`config.mk`:
```
export PLATFORM = sky130hd
export DESIGN_NAME = wishbone_rr_arbiter_flat
export DESIGN_NICKNAME = d
export VERILOG_FILES = /design/src/rtl/wishbone_rr_arbiter_pkg.sv /design/src/rtl/wishbone_rr_arbiter_if.sv /design/src/rtl/wishbone_rr_arbiter_rr_priority_picker.sv /design/src/rtl/wishbone_rr_arbiter.sv /design/src/flat_wrapper.sv
export SDC_FILE = /design/constraint.sdc
export NUM_CORES = 1
export LEC_CHECK = 0
export BUFFER_PORTS_ARGS = -buffer_cell sky130_fd_sc_hd__buf_2
export CAP_MARGIN = 20
export CORE_AREA = 2 2 111 113
export CTS_BUF_LIST = sky130_fd_sc_hd__clkbuf_8 sky130_fd_sc_hd__clkbuf_16
export CTS_CLUSTER_DIAMETER = 120
export DETAILED_ROUTE_END_ITERATION = 6
export DIE_AREA = 0 0 113 115
export RECOVER_POWER = 25
export SYNTH_ARGS = -nofsm -noshare
export SYNTH_HDL_FRONTEND = slang
export SYNTH_SLANG_ARGS = --single-unit
```
`constraint.sdc`:
```
create_clock -name clk_i -period 1.3 [get_ports clk_i]
set_input_delay 0.26 -clock clk_i [delete_from_list [all_inputs] [get_ports clk_i]]
set_output_delay 0.26 -clock clk_i [all_outputs]
set_load 0.01 [all_outputs]
```
`src/rtl/wishbone_rr_arbiter_pkg.sv`:
```
// Shared definitions for the wishbone round-robin arbiter: grant state
// encoding, the supported master count and a generic round-robin pick helper.
package wb_arb_pkg;

  localparam int ARB_MAX_MASTERS = 8;

  typedef enum logic [1:0] {
    IDLE  = 2'd0,
    GRANT = 2'd1,
    FAULT = 2'd2
  } arb_state_t;

  // One-hot grant for the first set bit of req searching upward from
  // (last + 1) mod n; all zero when nothing is requested.
  function automatic logic [ARB_MAX_MASTERS-1:0] rr_next(
    input logic [ARB_MAX_MASTERS-1:0] req,
    input logic [2:0]                 last,
    input int unsigned                n
  );
    logic [ARB_MAX_MASTERS-1:0] grant;
    logic [31:0]                idx;
    logic                       found;
    grant = '0;
    found = 1'b0;
    for (int unsigned i = 1; i <= ARB_MAX_MASTERS; i++) begin
      if (i <= n) begin
        idx = (32'(last) + 32'(i)) % 32'(n);
        if (!found && req[idx[2:0]]) begin
          grant[idx[2:0]] = 1'b1;
          found           = 1'b1;
        end else begin
          found = found;
        end
      end else begin
        found = found;
      end
    end
    return grant;
  endfunction

endpackage

```
`src/rtl/wishbone_rr_arbiter_if.sv`:
```
// Bus bundle between N wishbone masters, the arbiter and the shared slave.
// The arbiter uses the slave modport; the surrounding fabric uses master.
interface wishbone_rr_arbiter_if #(
  parameter int NUM_MASTERS  = 2,
  parameter int DATA_WIDTH   = 32,
  parameter int ADDR_WIDTH   = 32,
  parameter int SELECT_WIDTH = 4
);
  logic [NUM_MASTERS-1:0]              m_cyc_i;
  logic [NUM_MASTERS-1:0]              m_stb_i;
  logic [NUM_MASTERS-1:0]              m_we_i;
  logic [NUM_MASTERS*ADDR_WIDTH-1:0]   m_adr_i;
  logic [NUM_MASTERS*DATA_WIDTH-1:0]   m_dat_i;
  logic [NUM_MASTERS*SELECT_WIDTH-1:0] m_sel_i;
  logic [DATA_WIDTH-1:0]               m_dat_o;
  logic [NUM_MASTERS-1:0]              m_ack_o;
  logic [NUM_MASTERS-1:0]              m_err_o;
  logic [NUM_MASTERS-1:0]              m_rty_o;
  logic                                s_cyc_o;
  logic                                s_stb_o;
  logic                                s_we_o;
  logic [ADDR_WIDTH-1:0]               s_adr_o;
  logic [DATA_WIDTH-1:0]               s_dat_o;
  logic [SELECT_WIDTH-1:0]             s_sel_o;
  logic [DATA_WIDTH-1:0]               s_dat_i;
  logic                                s_ack_i;
  logic                                s_err_i;
  logic                                s_rty_i;
  logic [NUM_MASTERS-1:0]              grant_o;

  modport slave (
    input  m_cyc_i, m_stb_i, m_we_i, m_adr_i, m_dat_i, m_sel_i,
    input  s_dat_i, s_ack_i, s_err_i, s_rty_i,
    output m_dat_o, m_ack_o, m_err_o, m_rty_o,
    output s_cyc_o, s_stb_o, s_we_o, s_adr_o, s_dat_o, s_sel_o,
    output grant_o
  );

  modport master (
    output m_cyc_i, m_stb_i, m_we_i, m_adr_i, m_dat_i, m_sel_i,
    output s_dat_i, s_ack_i, s_err_i, s_rty_i,
    input  m_dat_o, m_ack_o, m_err_o, m_rty_o,
    input  s_cyc_o, s_stb_o, s_we_o, s_adr_o, s_dat_o, s_sel_o,
    input  grant_o
  );
endinterface

```
`src/rtl/wishbone_rr_arbiter_rr_priority_picker.sv`:
```
// Combinational round-robin picker: rotate the request vector so the entry
// after 'last' sits at bit 0, take the lowest set bit, rotate back.
module rr_priority_picker #(
  parameter int NUM_MASTERS = 2,
  parameter int IDX_W       = (NUM_MASTERS > 1) ? $clog2(NUM_MASTERS) : 1
) (
  input  logic [NUM_MASTERS-1:0] req,
  input  logic [IDX_W-1:0]       last,
  output logic [NUM_MASTERS-1:0] grant
);
  logic [IDX_W-1:0]       start_s;
  logic [NUM_MASTERS-1:0] rot_s;
  logic [NUM_MASTERS-1:0] first_s;
  logic                   found_s;

  // Rotate, isolate the first requester, rotate back into master order.
  always_comb begin
    if (last == IDX_W'(NUM_MASTERS - 1)) begin
      start_s = '0;
    end else begin
      start_s = last + 1'b1;
    end
    rot_s   = NUM_MASTERS'({req, req} >> start_s);
    first_s = '0;
    found_s = 1'b0;
    for (int i = 0; i < NUM_MASTERS; i++) begin
      if (!found_s && rot_s[i]) begin
        first_s[i] = 1'b1;
        found_s    = 1'b1;
      end else begin
        found_s = found_s;
      end
    end
    grant = NUM_MASTERS'(({first_s, first_s} << start_s) >> NUM_MASTERS);
  end
endmodule

```
`src/rtl/wishbone_rr_arbiter.sv`:
```
// Round-robin arbiter sharing one wishbone slave among NUM_MASTERS masters.
// A grant is held while the owner keeps cyc high; the slave-side mux is
// combinational from the registered owner. Optional watchdog enabled by
// defining WB_ARB_TIMEOUT_EN (adds the one-cycle FAULT state).
module wishbone_rr_arbiter
  import wb_arb_pkg::*;
#(
  parameter int NUM_MASTERS    = 2,
  parameter int DATA_WIDTH     = 32,
  parameter int ADDR_WIDTH     = 32,
  parameter int SELECT_WIDTH   = 4,
  parameter int TIMEOUT_CYCLES = 255
) (
  input logic                    clk_i,
  input logic                    reset_n,
  wishbone_rr_arbiter_if.slave   bus
);
  localparam int IDX_W = (NUM_MASTERS > 1) ? $clog2(NUM_MASTERS) : 1;

  arb_state_t             state_r, state_nxt_s;
  logic [NUM_MASTERS-1:0] grant_r, grant_nxt_s, pick_s;
  logic [IDX_W-1:0]       owner_r, owner_nxt_s, last_r, last_nxt_s;
  logic [IDX_W-1:0]       pick_last_s, pick_idx_s;
  logic                   owner_cyc_s, release_s, timeout_hit_s;

  assign owner_cyc_s = bus.m_cyc_i[owner_r];
  assign pick_last_s = (state_r == IDLE) ? last_r : owner_r;
  assign bus.grant_o = grant_r;

  rr_priority_picker #(
    .NUM_MASTERS(NUM_MASTERS),
    .IDX_W      (IDX_W)
  ) u_picker (
    .req  (bus.m_cyc_i),
    .last (pick_last_s),
    .grant(pick_s)
  );

  // Binary index of the picked master, stored alongside the one-hot grant.
  always_comb begin
    pick_idx_s = '0;
    for (int i = 0; i < NUM_MASTERS; i++) begin
      if (pick_s[i]) begin
        pick_idx_s = IDX_W'(i);
      end else begin
        pick_idx_s = pick_idx_s;
      end
    end
  end

`ifdef WB_ARB_TIMEOUT_EN
  localparam int CNT_W = $clog2(TIMEOUT_CYCLES + 1);
  logic [CNT_W-1:0] cnt_r, cnt_nxt_s;
  logic             stall_s;

  assign stall_s       = bus.m_stb_i[owner_r] &
                         ~(bus.s_ack_i | bus.s_err_i | bus.s_rty_i);
  assign timeout_hit_s = (state_r == GRANT) && owner_cyc_s && stall_s &&
                         (cnt_r == CNT_W'(TIMEOUT_CYCLES - 1));

  // Count stalled strobe cycles of the current owner; any termination,
  // release or fault restarts the count.
  always_comb begin
    if ((state_r == GRANT) && owner_cyc_s && stall_s && !timeout_hit_s) begin
      cnt_nxt_s = cnt_r + 1'b1;
    end else begin
      cnt_nxt_s = '0;
    end
  end

  // Watchdog counter register.
  always_ff @(posedge clk_i or negedge reset_n) begin
    if (!reset_n) begin
      cnt_r <= '0;
    end else begin
      cnt_r <= cnt_nxt_s;
    end
  end
`else
  logic unused_timeout_s;
  assign timeout_hit_s    = 1'b0;
  assign unused_timeout_s = (TIMEOUT_CYCLES == 0);
`endif

  // Grant FSM next state: idle pick, hold while owner cyc stays high,
  // hand over without an idle cycle on release.
  always_comb begin
    state_nxt_s = state_r;
    grant_nxt_s = grant_r;
    owner_nxt_s = owner_r;
    last_nxt_s  = last_r;
    release_s   = 1'b0;
    case (state_r)
      IDLE: begin
        if (|bus.m_cyc_i) begin
          state_nxt_s = GRANT;
          grant_nxt_s = pick_s;
          owner_nxt_s = pick_idx_s;
        end else begin
          state_nxt_s = IDLE;
        end
      end
      GRANT: begin
        if (!owner_cyc_s) begin
          release_s = 1'b1;
        end else if (timeout_hit_s) begin
`ifdef WB_ARB_TIMEOUT_EN
          state_nxt_s = FAULT;
`else
          state_nxt_s = GRANT;
`endif
        end else begin
          state_nxt_s = GRANT;
        end
      end
`ifdef WB_ARB_TIMEOUT_EN
      FAULT: begin
        if (owner_cyc_s) begin
          state_nxt_s = GRANT;
        end else begin
          release_s = 1'b1;
        end
      end
`endif
      default: begin
        state_nxt_s = IDLE;
        grant_nxt_s = '0;
      end
    endcase
    if (release_s) begin
      last_nxt_s = owner_r;
      if (|bus.m_cyc_i) begin
        state_nxt_s = GRANT;
        grant_nxt_s = pick_s;
        owner_nxt_s = pick_idx_s;
      end else begin
        state_nxt_s = IDLE;
        grant_nxt_s = '0;
      end
    end else begin
      last_nxt_s = last_nxt_s;
    end
  end

  // Grant state registers; master 0 has top priority after reset.
  always_ff @(posedge clk_i or negedge reset_n) begin
    if (!reset_n) begin
      state_r <= IDLE;
      grant_r <= '0;
      owner_r <= '0;
      last_r  <= IDX_W'(NUM_MASTERS - 1);
    end else begin
      state_r <= state_nxt_s;
      grant_r <= grant_nxt_s;
      owner_r <= owner_nxt_s;
      last_r  <= last_nxt_s;
    end
  end

  // Request/response muxing for the current owner; everything quiet otherwise.
  always_comb begin
    bus.s_cyc_o = 1'b0;
    bus.s_stb_o = 1'b0;
    bus.s_we_o  = 1'b0;
    bus.s_adr_o = '0;
    bus.s_dat_o = '0;
    bus.s_sel_o = '0;
    bus.m_dat_o = '0;
    bus.m_ack_o = '0;
    bus.m_err_o = '0;
    bus.m_rty_o = '0;
    case (state_r)
      GRANT: begin
        bus.s_cyc_o = bus.m_cyc_i[owner_r];
        bus.s_stb_o = bus.m_stb_i[owner_r];
        bus.s_we_o  = bus.m_we_i[owner_r];
        bus.s_adr_o = bus.m_adr_i[owner_r*ADDR_WIDTH +: ADDR_WIDTH];
        bus.s_dat_o = bus.m_dat_i[owner_r*DATA_WIDTH +: DATA_WIDTH];
        bus.s_sel_o = bus.m_sel_i[owner_r*SELECT_WIDTH +: SELECT_WIDTH];
        bus.m_dat_o = bus.s_dat_i;
        bus.m_ack_o = grant_r & {NUM_MASTERS{bus.s_ack_i}};
        bus.m_err_o = grant_r & {NUM_MASTERS{bus.s_err_i}};
        bus.m_rty_o = grant_r & {NUM_MASTERS{bus.s_rty_i}};
      end
`ifdef WB_ARB_TIMEOUT_EN
      FAULT: begin
        bus.m_err_o = grant_r;
      end
`endif
      default: begin
        bus.m_dat_o = '0;
      end
    endcase
  end
endmodule
```
`src/flat_wrapper.sv`:
```
// flat-port wrapper written by rule: the top's interface ports become plain ports
module wishbone_rr_arbiter_flat import wb_arb_pkg::*;
#(
  parameter int NUM_MASTERS    = 2,
  parameter int DATA_WIDTH     = 32,
  parameter int ADDR_WIDTH     = 32,
  parameter int SELECT_WIDTH   = 4,
  parameter int TIMEOUT_CYCLES = 255
)
  (clk_i, reset_n, bus_m_cyc_i, bus_m_stb_i, bus_m_we_i, bus_m_adr_i, bus_m_dat_i, bus_m_sel_i, bus_s_dat_i, bus_s_ack_i, bus_s_err_i, bus_s_rty_i, bus_m_dat_o, bus_m_ack_o, bus_m_err_o, bus_m_rty_o, bus_s_cyc_o, bus_s_stb_o, bus_s_we_o, bus_s_adr_o, bus_s_dat_o, bus_s_sel_o, bus_grant_o);
  wishbone_rr_arbiter_if #(.NUM_MASTERS(NUM_MASTERS), .DATA_WIDTH(DATA_WIDTH), .ADDR_WIDTH(ADDR_WIDTH), .SELECT_WIDTH(SELECT_WIDTH)) bus_i ();
  input logic clk_i;
  input logic reset_n;
  input wire logic [$bits(bus_i.m_cyc_i)-1:0] bus_m_cyc_i;
  input wire logic [$bits(bus_i.m_stb_i)-1:0] bus_m_stb_i;
  input wire logic [$bits(bus_i.m_we_i)-1:0] bus_m_we_i;
  input wire logic [$bits(bus_i.m_adr_i)-1:0] bus_m_adr_i;
  input wire logic [$bits(bus_i.m_dat_i)-1:0] bus_m_dat_i;
  input wire logic [$bits(bus_i.m_sel_i)-1:0] bus_m_sel_i;
  input wire logic [$bits(bus_i.s_dat_i)-1:0] bus_s_dat_i;
  input wire logic [$bits(bus_i.s_ack_i)-1:0] bus_s_ack_i;
  input wire logic [$bits(bus_i.s_err_i)-1:0] bus_s_err_i;
  input wire logic [$bits(bus_i.s_rty_i)-1:0] bus_s_rty_i;
  output wire logic [$bits(bus_i.m_dat_o)-1:0] bus_m_dat_o;
  output wire logic [$bits(bus_i.m_ack_o)-1:0] bus_m_ack_o;
  output wire logic [$bits(bus_i.m_err_o)-1:0] bus_m_err_o;
  output wire logic [$bits(bus_i.m_rty_o)-1:0] bus_m_rty_o;
  output wire logic [$bits(bus_i.s_cyc_o)-1:0] bus_s_cyc_o;
  output wire logic [$bits(bus_i.s_stb_o)-1:0] bus_s_stb_o;
  output wire logic [$bits(bus_i.s_we_o)-1:0] bus_s_we_o;
  output wire logic [$bits(bus_i.s_adr_o)-1:0] bus_s_adr_o;
  output wire logic [$bits(bus_i.s_dat_o)-1:0] bus_s_dat_o;
  output wire logic [$bits(bus_i.s_sel_o)-1:0] bus_s_sel_o;
  output wire logic [$bits(bus_i.grant_o)-1:0] bus_grant_o;
  assign bus_i.m_cyc_i = bus_m_cyc_i;
  assign bus_i.m_stb_i = bus_m_stb_i;
  assign bus_i.m_we_i = bus_m_we_i;
  assign bus_i.m_adr_i = bus_m_adr_i;
  assign bus_i.m_dat_i = bus_m_dat_i;
  assign bus_i.m_sel_i = bus_m_sel_i;
  assign bus_i.s_dat_i = bus_s_dat_i;
  assign bus_i.s_ack_i = bus_s_ack_i;
  assign bus_i.s_err_i = bus_s_err_i;
  assign bus_i.s_rty_i = bus_s_rty_i;
  assign bus_m_dat_o = bus_i.m_dat_o;
  assign bus_m_ack_o = bus_i.m_ack_o;
  assign bus_m_err_o = bus_i.m_err_o;
  assign bus_m_rty_o = bus_i.m_rty_o;
  assign bus_s_cyc_o = bus_i.s_cyc_o;
  assign bus_s_stb_o = bus_i.s_stb_o;
  assign bus_s_we_o = bus_i.s_we_o;
  assign bus_s_adr_o = bus_i.s_adr_o;
  assign bus_s_dat_o = bus_i.s_dat_o;
  assign bus_s_sel_o = bus_i.s_sel_o;
  assign bus_grant_o = bus_i.grant_o;
  wishbone_rr_arbiter #(.NUM_MASTERS(NUM_MASTERS), .DATA_WIDTH(DATA_WIDTH), .ADDR_WIDTH(ADDR_WIDTH), .SELECT_WIDTH(SELECT_WIDTH), .TIMEOUT_CYCLES(TIMEOUT_CYCLES)) u_core (.clk_i(clk_i), .reset_n(reset_n), .bus(bus_i));
endmodule
```
==> results of run 1 <==
where the power goes:
part	internal, mW	switching, mW	leakage, nW
Sequential	0.188	0.0409	0.0551
Clock	0.399	0.106	0.0423
Combinational	1.17	0.865	2.36
Total	1.76	1.01	2.46
per-stage QoR:
step	setup WS [ns]	total power, mW	hold WS (ns)
6_report	-0.362	2.77	0.375
5_1_grt	-0.405	2.95	0.396
4_1_cts	-0.356	2.48	0.342
3_5_place_dp	-0.117	1.78	0.0893
3_3_place_gp	-0.0986	1.77	0.0885
2_1_floorplan	0.0680	1.16	-0.0356
final cells by class:
type,count,area (sq um),share of cell area
sequential,5,131,0.0319
tap,147,184,0.0446
multi-input combinational,199,1480,0.359
clock buffer,3,75.1,0.0182
clock inverter,1,3.75,0.000910
inverter,2,10.0,0.00243
timing repair buffer,320,2240,0.543
kinds of logic (layout without fill, tap and decap cells):
family | after synthesis | after routing
muxes | 70 | 70
and+or+nand+nor | 116 | 116
AOI/OAI and AO/OA | 13 | 13
buffers and inverters | 25 | 326
DFF | 5 | 5
critical path, delay by kind of cell, from the launching register on:
family,cells,cell delay [ns]
multiplexers,1,0.17
AND/OR/NAND/NOR,1,0.06
flip-flops,1,0.50
buffers and inverters,3,0.44
registers in the layout (all words and copies together) (netlist names):
signal / cells
u_core.owner_r: 1
u_core.bus.grant_o: 2
u_core.last_r: 1
u_core.state_r: 1
routing by layer:
metal | routed length [um] | share of wire | vias to the layer above
met1 | 3140 | 0.35 | 1220
met2 | 4940 | 0.54 | 174
met3 | 920 | 0.10 | 8
met4 | 97 | 0.011 | 0
met5 | 0 | 0 | -
li1 | - | - | 1369
path summary, 6_finish.rpt:
| kind | slack (ns) | endpoint |
|---|---|---|
| hold reg to reg | 0.51 | u_core.last_r |
| max in group asynchronous | 0.58 | u_core.last_r |
| min in group asynchronous | 0.44 | u_core.owner_r |
| setup reg to reg | -0.11 | u_core.bus.grant_o[1] |
| hold / removal | 0.37 | u_core.owner_r |
| setup / recovery | -0.36 | bus_s_dat_o[18] |
cells in the final DEF (no fill, tap or decap), drive strengths merged, types with 4 or more instances in the layout:
cell type	instances
nor2	70
clkbuf	10
o21ai	5
and3	6
mux2i	70
buf	312
and2	32
dfrtp	4
timing repair:
item                                   in CTS  in global routing
gates cloned                                4                  7
setup endpoints to repair                 109                111
pin swaps                                   1                  8
hold buffers                                1                  0
endpoints found under the hold margin       4                  0
resized for setup                          47                 62
buffers inserted                            4                  6
==> results.sh, run 1 <==
export IMPL_stdcell_count=677
export IMPL_grt_busiest_layer="met2"
export IMPL_period_needed_ns=1.66
export IMPL_ys_ff_latch=5
export IMPL_finalSetupTns_ns=-30.52
export IMPL_yosys_top_cells_area="mux2i_1 41%, nor2_1 15%, and2_1 12%, buf_12 9.4%, dfrtp_1 5.9%"
export IMPL_fillers=1232
export IMPL_status="finished, violations left"
export IMPL_ioPinCount=290
export IMPL_max_stage_delay_ns=0.50
export IMPL_worstPathRequired_ns=1.04
export IMPL_hold_viol=0
export IMPL_drtPass1Iterations=6
export IMPL_final_core_util=0.349
export IMPL_met1_usage=0.111
export IMPL_insertion_delay_ns=0.23
export IMPL_vias=2771
export IMPL_grt_remaining_overflow=0
export IMPL_rows=40
export IMPL_setup_ws_ns=-0.362
export IMPL_netlist_area_sq_um=1700
export IMPL_grtUsageMet2=0.221
export IMPL_min_path_type="primary input to register"
export IMPL_tightest_slew_ns=0.299
export IMPL_start_kind="register"
export IMPL_yosysUniqueCellTypes=26
export IMPL_cts_buffers=3
export IMPL_cts_root_buf="clkbuf_16"
export IMPL_path_cells="buf_6 > buf_12 > mux2i_1 > nor2_1 > buf_2"
export IMPL_die_area_sq_um=13000
export IMPL_cap_violations=0
export IMPL_async_flop_share=1.00
export IMPL_violations="DRC, setup timing"
export IMPL_post_route_cell_area_sq_um=4120
export IMPL_p_leak_nw=2.46
export IMPL_grt_pass1_wl_mm=11.5
export IMPL_num_antenna_cells=0
export IMPL_cp_end_kind="primary output"
export IMPL_port_buffers=289
export IMPL_muxShareOfSynthArea=0.411
export IMPL_syn_to_final_growth_pct=142
export IMPL_arrival_ns=1.40
export IMPL_r2r_start="u_core.state_r[0]"
export IMPL_drc=18
export IMPL_grt_pass1_vias=2561
export IMPL_setup_viol=112
export IMPL_timing_fmax_mhz=602
export IMPL_detail_route_vias_per_cell=4.09
export IMPL_synth_xor_area_frac=0
export IMPL_slew_headroom=0.801
export IMPL_cts_tree="built"
export IMPL_r2r_cells=6
export IMPL_initial_core_util=0.144
export IMPL_synth_compound_area_frac=0.0492
export IMPL_timing_worst_setup_path_type="register to primary output"
export IMPL_synthCells=229
export IMPL_synth_top_area_share=0.411
export IMPL_avgSynthCellArea_sq_um=7.44
export IMPL_drt_iter0_drc=91
export IMPL_ant_nets=0
export IMPL_grt_use_total=0.108
export IMPL_wl_per_cell_um=13.4
export IMPL_synth_commonest_cells="70 x mux2i_1, 70 x nor2_1, 32 x and2_1"
export IMPL_synth_fa_ha_area_frac=0
export IMPL_synth_edf_count=0
export IMPL_min_from="bus_m_cyc_i[1]"
export IMPL_worstPathMaxFanout=6
export IMPL_gp_congestion=0.778
export IMPL_grt_max_degree=42
export IMPL_crit_start="u_core.owner_r"
export IMPL_die_h_um=115
export IMPL_die_x_um=113
export IMPL_slowest_stage="dfrtp_4"
export IMPL_wl_mm=9.09
export IMPL_synth_ff_type="dfrtp_1"
export IMPL_antenna_found_initial=0
export IMPL_core_region_area_sq_um=11800
export IMPL_final_nets=710
export IMPL_drive_above_1_share=0.706
export IMPL_drv_slew=0
export IMPL_clockBufferDepth=2
export IMPL_dp_cells=653
export IMPL_syn_num_nets=408
export IMPL_dp_hpwl_mm=6.55
export IMPL_seq_area_frac_synth=0.0742
export IMPL_worstHoldPathCells=3
export IMPL_dpl_instance_area_sq_um=3240
export IMPL_gr_usage_met3=0.0216
export IMPL_yosysTopAreaCell="mux2i_1"
export IMPL_post_route_period_util=1.28
export IMPL_synth_simple_gate_area_share=0.320
export IMPL_synth_top_family_by_area="multiplexers"
export IMPL_clkSinkCount=5
export IMPL_path_clk_slew_ns=0.03
export IMPL_clock_skew_ns=0.000393
export IMPL_rsz0062_at_grt="true"
export IMPL_cts_max_level=1
export IMPL_powerDensity_nw_per_um2=672
export IMPL_yosysWarnings=0
export IMPL_ir_drop_mv=0.421
(Power assumes the default switching activity.)
==> run 2, diff against run 1 <==
Settings changed: RECOVER_POWER 25 to not set.
==> run 2 against run 1 <==
The run still ends with DRC, setup timing left. Critical path type unchanged. Wire length about the same. Critical path depth did not move. Die area unchanged.
==> results.sh, run 2 (synthesis gave the netlist of run 1 again) <==
export IMPL_grt_remaining_overflow=0
export IMPL_grt_pass1_wl_mm=11.5
export IMPL_gp_congestion=0.778
export IMPL_drive_above_1_share=0.708
export IMPL_grt_max_degree=42
export IMPL_cts_max_level=1
export IMPL_dp_cells=653
export IMPL_rows=40
export IMPL_start_kind="register"
export IMPL_final_nets=710
export IMPL_drt_iter0_drc=91
export IMPL_clock_skew_ns=0.000393
export IMPL_gr_usage_met3=0.0216
export IMPL_violations="DRC, setup timing"
export IMPL_ant_nets=0
export IMPL_max_stage_delay_ns=0.50
export IMPL_final_core_util=0.349
export IMPL_post_route_period_util=1.28
export IMPL_clkSinkCount=5
export IMPL_powerDensity_nw_per_um2=672
export IMPL_post_route_cell_area_sq_um=4120
export IMPL_met1_usage=0.111
export IMPL_p_leak_nw=2.46
export IMPL_wl_mm=9.10
export IMPL_grtUsageMet2=0.221
export IMPL_clockBufferDepth=2
export IMPL_die_h_um=115
export IMPL_cts_root_buf="clkbuf_16"
export IMPL_hold_viol=0
export IMPL_timing_worst_setup_path_type="register to primary output"
export IMPL_arrival_ns=1.40
export IMPL_insertion_delay_ns=0.23
export IMPL_worstPathRequired_ns=1.04
export IMPL_num_antenna_cells=0
export IMPL_cp_end_kind="primary output"
export IMPL_drv_slew=0
export IMPL_stdcell_count=677
export IMPL_cts_tree="built"
export IMPL_die_x_um=113
export IMPL_layout_commonest_cell="buf_2"
export IMPL_cp_top_family="flip-flops"
export IMPL_syn_to_final_growth_pct=142
export IMPL_antenna_found_initial=0
export IMPL_path_clk_slew_ns=0.03
export IMPL_grt_use_total=0.108
export IMPL_drtPass1Iterations=6
export IMPL_setup_ws_ns=-0.362
export IMPL_setup_viol=112
export IMPL_wl_per_cell_um=13.4
export IMPL_vias=2771
export IMPL_cap_violations=0
export IMPL_grt_busiest_layer="met2"
export IMPL_tightest_slew_ns=0.232
export IMPL_final_cell_mix="251 x buf_2, 70 x nor2_1, 67 x mux2i_1"
export IMPL_initial_core_util=0.144
export IMPL_largest_reg_flops=2
export IMPL_timing_fmax_mhz=602
export IMPL_grt_pass1_vias=2561
export IMPL_ir_drop_mv=0.421
export IMPL_worstPathMaxFanout=6
export IMPL_rsz0062_at_grt="true"
export IMPL_path_cells="buf_6 > buf_12 > mux2i_1 > nor2_1 > buf_2"
export IMPL_port_buffers=289
export IMPL_holdWs_ns=0.375
export IMPL_detail_route_vias_per_cell=4.09
export IMPL_min_path_type="primary input to register"
export IMPL_status="finished, violations left"
export IMPL_drc=18
export IMPL_core_region_area_sq_um=11800
export IMPL_period_needed_ns=1.66
export IMPL_slew_headroom=0.845
export IMPL_ioPinCount=290
export IMPL_slowest_stage="dfrtp_4"
export IMPL_dpl_instance_area_sq_um=3240
export IMPL_cts_buffers=3
export IMPL_dp_hpwl_mm=6.55
export IMPL_cp_num_buf_inv=3
export IMPL_power_mw=2.77
export IMPL_die_area_sq_um=13000
[run 2: cell types whose count changed in the layout (fill, tap and decap cells not counted)]
cell and delta:
buf_2 +1, clkbuf_1 -1
[run 2: metrics by stage]
step / TNS, ns / setup WS, ns
floorplan: 0 / 0.0680
global placement: -3.37 / -0.0986
detailed placement: -5.04 / -0.117
CTS: -30.04 / -0.356
global route: -35.07 / -0.405
finish: -30.52 / -0.362
[run 2: per-layer routing]
layer	part of all wire	vias to the layer above
met2	0.54	174
met1	0.35	1220
met3	0.10	8
met4	0.011	0
li1	-	1369
met5	0	-
[run 2: layout make-up]
cell class | instances | area, sq um
Fill cell | 1231 | 7690
Timing Repair Buffer | 320 | 2240
Tap cell | 147 | 184
Inverter | 2 | 10.0
Sequential cell | 5 | 131
Clock buffer | 3 | 75.1
Multi-Input combinational cell | 199 | 1480
Clock inverter | 1 | 3.75
[run 2: report_power, final]
| group | switching, mW | internal (mW) |
|---|---|---|
| logic | 0.865 | 1.17 |
| registers | 0.0409 | 0.188 |
| clock network | 0.106 | 0.399 |
| total | 1.01 | 1.76 |
[run 2: path summary, 6_finish.rpt]
check                             startpoint               endpoint  slack (ns)  cells after the start
max                           u_core.owner_r        bus_s_dat_o[18]       -0.36                      5
min                           bus_m_cyc_i[1]         u_core.owner_r        0.37                      3
max reg2reg                u_core.state_r[0]  u_core.bus.grant_o[1]       -0.11                      6
min reg2reg                    u_core.last_r          u_core.last_r        0.51                      2
max in group asynchronous            reset_n          u_core.last_r        0.69                      2
min in group asynchronous            reset_n         u_core.owner_r        0.40                      2
[run 2: timing repair]
item	in CTS	in global routing
buffers inserted	4	6
cloned	4	7
pin swaps	1	8
endpoints found under the hold margin	4	0
hold buffers	1	0
setup endpoints to repair	109	111
gates resized for setup	47	62
[run 2: worst min-delay path, cell delays in order]
cell     delay (ns)
buf_2          0.17
nand2_1        0.07
o21ai_1        0.05
==> run 3, diff against run 2 <==
Settings changed: PLACE_DENSITY set to 0.5.
==> run 3 against run 2 <==
The flow still finishes with violations (DRC, setup timing). First-iteration DRC count fell by 7.7%. Maximum frequency fell by 0.35%. Wire length fell by 1.5%. Largest cell class unchanged. Core utilization fell by 0.59 points. Cell area fell by 1.7%. Via count rose by 0.69%. Register-to-register slack barely moved. Clock skew barely moved. Critical path depth did not move. Worst hold slack got worse by 0.013 ns.
==> results.sh, run 3 (synthesis gave the netlist of run 1 again) <==
export IMPL_wl_mm=8.96
export IMPL_post_route_period_util=1.28
export IMPL_cap_violations=0
export IMPL_dp_cells=650
export IMPL_clkPwrFrac=0.185
export IMPL_dp_hpwl_mm=6.20
export IMPL_tightest_slew_ns=0.213
export IMPL_min_path_type="primary input to register"
export IMPL_timing_fmax_mhz=600
export IMPL_clkSinkCount=5
export IMPL_detail_route_vias_per_cell=4.13
export IMPL_final_cell_mix="251 x buf_2, 70 x nor2_1, 68 x mux2i_1"
export IMPL_gp_congestion=0.696
export IMPL_status="finished, violations left"
export IMPL_start_kind="register"
export IMPL_hold_viol=0
export IMPL_wl_per_cell_um=13.3
export IMPL_powerDensity_nw_per_um2=674
export IMPL_vias=2790
export IMPL_setup_ws_ns=-0.368
export IMPL_rsz0062_at_grt="true"
export IMPL_setup_viol=111
export IMPL_cts_root_buf="clkbuf_16"
export IMPL_r2r_start="u_core.owner_r"
export IMPL_drc=19
export IMPL_period_needed_ns=1.67
export IMPL_crit_start="u_core.owner_r"
export IMPL_worstPathMaxFanout=9
export IMPL_grt_pass1_vias=2604
export IMPL_grt_max_degree=43
export IMPL_grt_use_total=0.113
export IMPL_initial_core_util=0.144
export IMPL_drive_above_1_share=0.699
export IMPL_clockBufferDepth=2
export IMPL_rows=40
export IMPL_drv_slew=0
export IMPL_port_buffers=289
export IMPL_swShare=0.370
export IMPL_power_mw=2.73
export IMPL_ff2ff_setup_slack_ns=-0.10
export IMPL_largest_reg_flops=2
export IMPL_stdcell_count=676
export IMPL_pwr_share_comb=0.733
export IMPL_multi_input_area_sq_um=1470
export IMPL_die_area_sq_um=13000
export IMPL_layout_commonest_cell="buf_2"
export IMPL_die_x_um=113
export IMPL_grt_remaining_overflow=0
export IMPL_ir_drop_mv=0.513
export IMPL_endpoint="bus_s_adr_o[20]"
export IMPL_grt_pass1_wl_mm=12.1
export IMPL_cts_tree="built"
export IMPL_core_region_area_sq_um=11800
export IMPL_violations="DRC, setup timing"
export IMPL_antenna_found_initial=1
export IMPL_p_leak_nw=2.43
export IMPL_drt_iter0_drc=84
export IMPL_arrival_ns=1.41
export IMPL_ant_nets=0
export IMPL_timing_worst_setup_path_type="register to primary output"
export IMPL_slew_headroom=0.858
export IMPL_regArea_sq_um=131
export IMPL_reg2reg_to="u_core.bus.grant_o[0]"
export IMPL_worstPathRequired_ns=1.04
export IMPL_fillers=1199
export IMPL_p_sw_mw=1.01
export IMPL_final_nets=708
export IMPL_drtPass1Iterations=7
export IMPL_cts_buffers=3
export IMPL_cts_max_level=1
export IMPL_ioPinCount=290
export IMPL_r2r_cells=6
export IMPL_cp_end_kind="primary output"
export IMPL_die_h_um=115
export IMPL_insertion_delay_ns=0.23
export IMPL_path_clk_slew_ns=0.03
export IMPL_syn_to_final_growth_pct=138
export IMPL_clock_skew_ns=0.000171
export IMPL_p_int_mw=1.72
export IMPL_seq_power_share=0.082
==> run 3: critical path, cell delays in order, from the launching register on <==
cell and delay (ns):
dfrtp_4 0.49, buf_6 0.14, buf_16 0.15, mux2i_4 0.19, nor2_1 0.08, buf_2 0.13
==> run 3: cell type report <==
type	count	area share
Timing Repair Buffer	318	0.537
Multi-Input combinational cell	199	0.363
Tap cell	147	0.0454
Sequential cell	5	0.0324
Clock buffer	3	0.0185
Inverter	2	0.00185
Clock inverter	1	0.000926
Antenna cell	1	0.000617
==> run 3: how the worst min path moves through the flow <==
stage / cells past startpoint / slack (ns) / to / startpoint
floorplan: 0 / -0.04 / u_core.bus.grant_o[0] / reset_n
global route: 3 / 0.39 / u_core.owner_r / bus_m_cyc_i[1]
CTS: 3 / 0.36 / u_core.owner_r / bus_m_cyc_i[1]
global placement: 1 / 0.08 / u_core.state_r[0] / reset_n
finish: 3 / 0.36 / u_core.owner_r / bus_m_cyc_i[1]
detailed placement: 1 / 0.08 / u_core.state_r[0] / reset_n
==> run 3: timing repair <==
item / 4_1_cts / 5_1_grt
endpoints found under the hold margin: 4 / 0
endpoints found under the setup margin: 109 / 113
pin swaps: 4 / 7
gates resized for setup: 70 / 33
hold buffers: 1 / 0
buffers inserted: 9 / 4
cloned: 7 / 5
==> run 3: per-layer routing <==
metal | up-vias | wire [um] | share of wire | GRT usage
met5 | - | 0 | 0 | 0
met1 | 1231 | 3090 | 0.35 | 0.111
li1 | 1359 | - | - | -
met3 | 16 | 868 | 0.097 | 0.0206
met4 | 0 | 238 | 0.027 | 0.0317
met2 | 184 | 4760 | 0.53 | 0.240
==> run 3: metrics by stage <==
step | setup WS [ns] | util | setup TNS [ns] | hold slack [ns] | instance area [sq um]
floorplan | 0.0680 | - | 0 | -0.0356 | 1700
global placement | -0.235 | 0.273 | -3.92 | 0.0829 | 3220
detailed placement | -0.247 | 0.273 | -5.42 | 0.0831 | 3220
CTS | -0.375 | 0.330 | -31.00 | 0.361 | 3890
global route | -0.420 | 0.343 | -34.25 | 0.392 | 4050
finish | -0.368 | 0.343 | -28.70 | 0.362 | 4050
==> run 3: power by group through the flow <==
stage / registers, mW / logic (mW) / clock network [mW]
2_1_floorplan: 0.212 / 0.952 / 0
3_3_place_gp: 0.225 / 1.52 / 0
3_5_place_dp: 0.225 / 1.53 / 0
4_1_cts: 0.232 / 1.85 / 0.501
5_1_grt: 0.231 / 2.15 / 0.528
6_report: 0.225 / 2.00 / 0.505
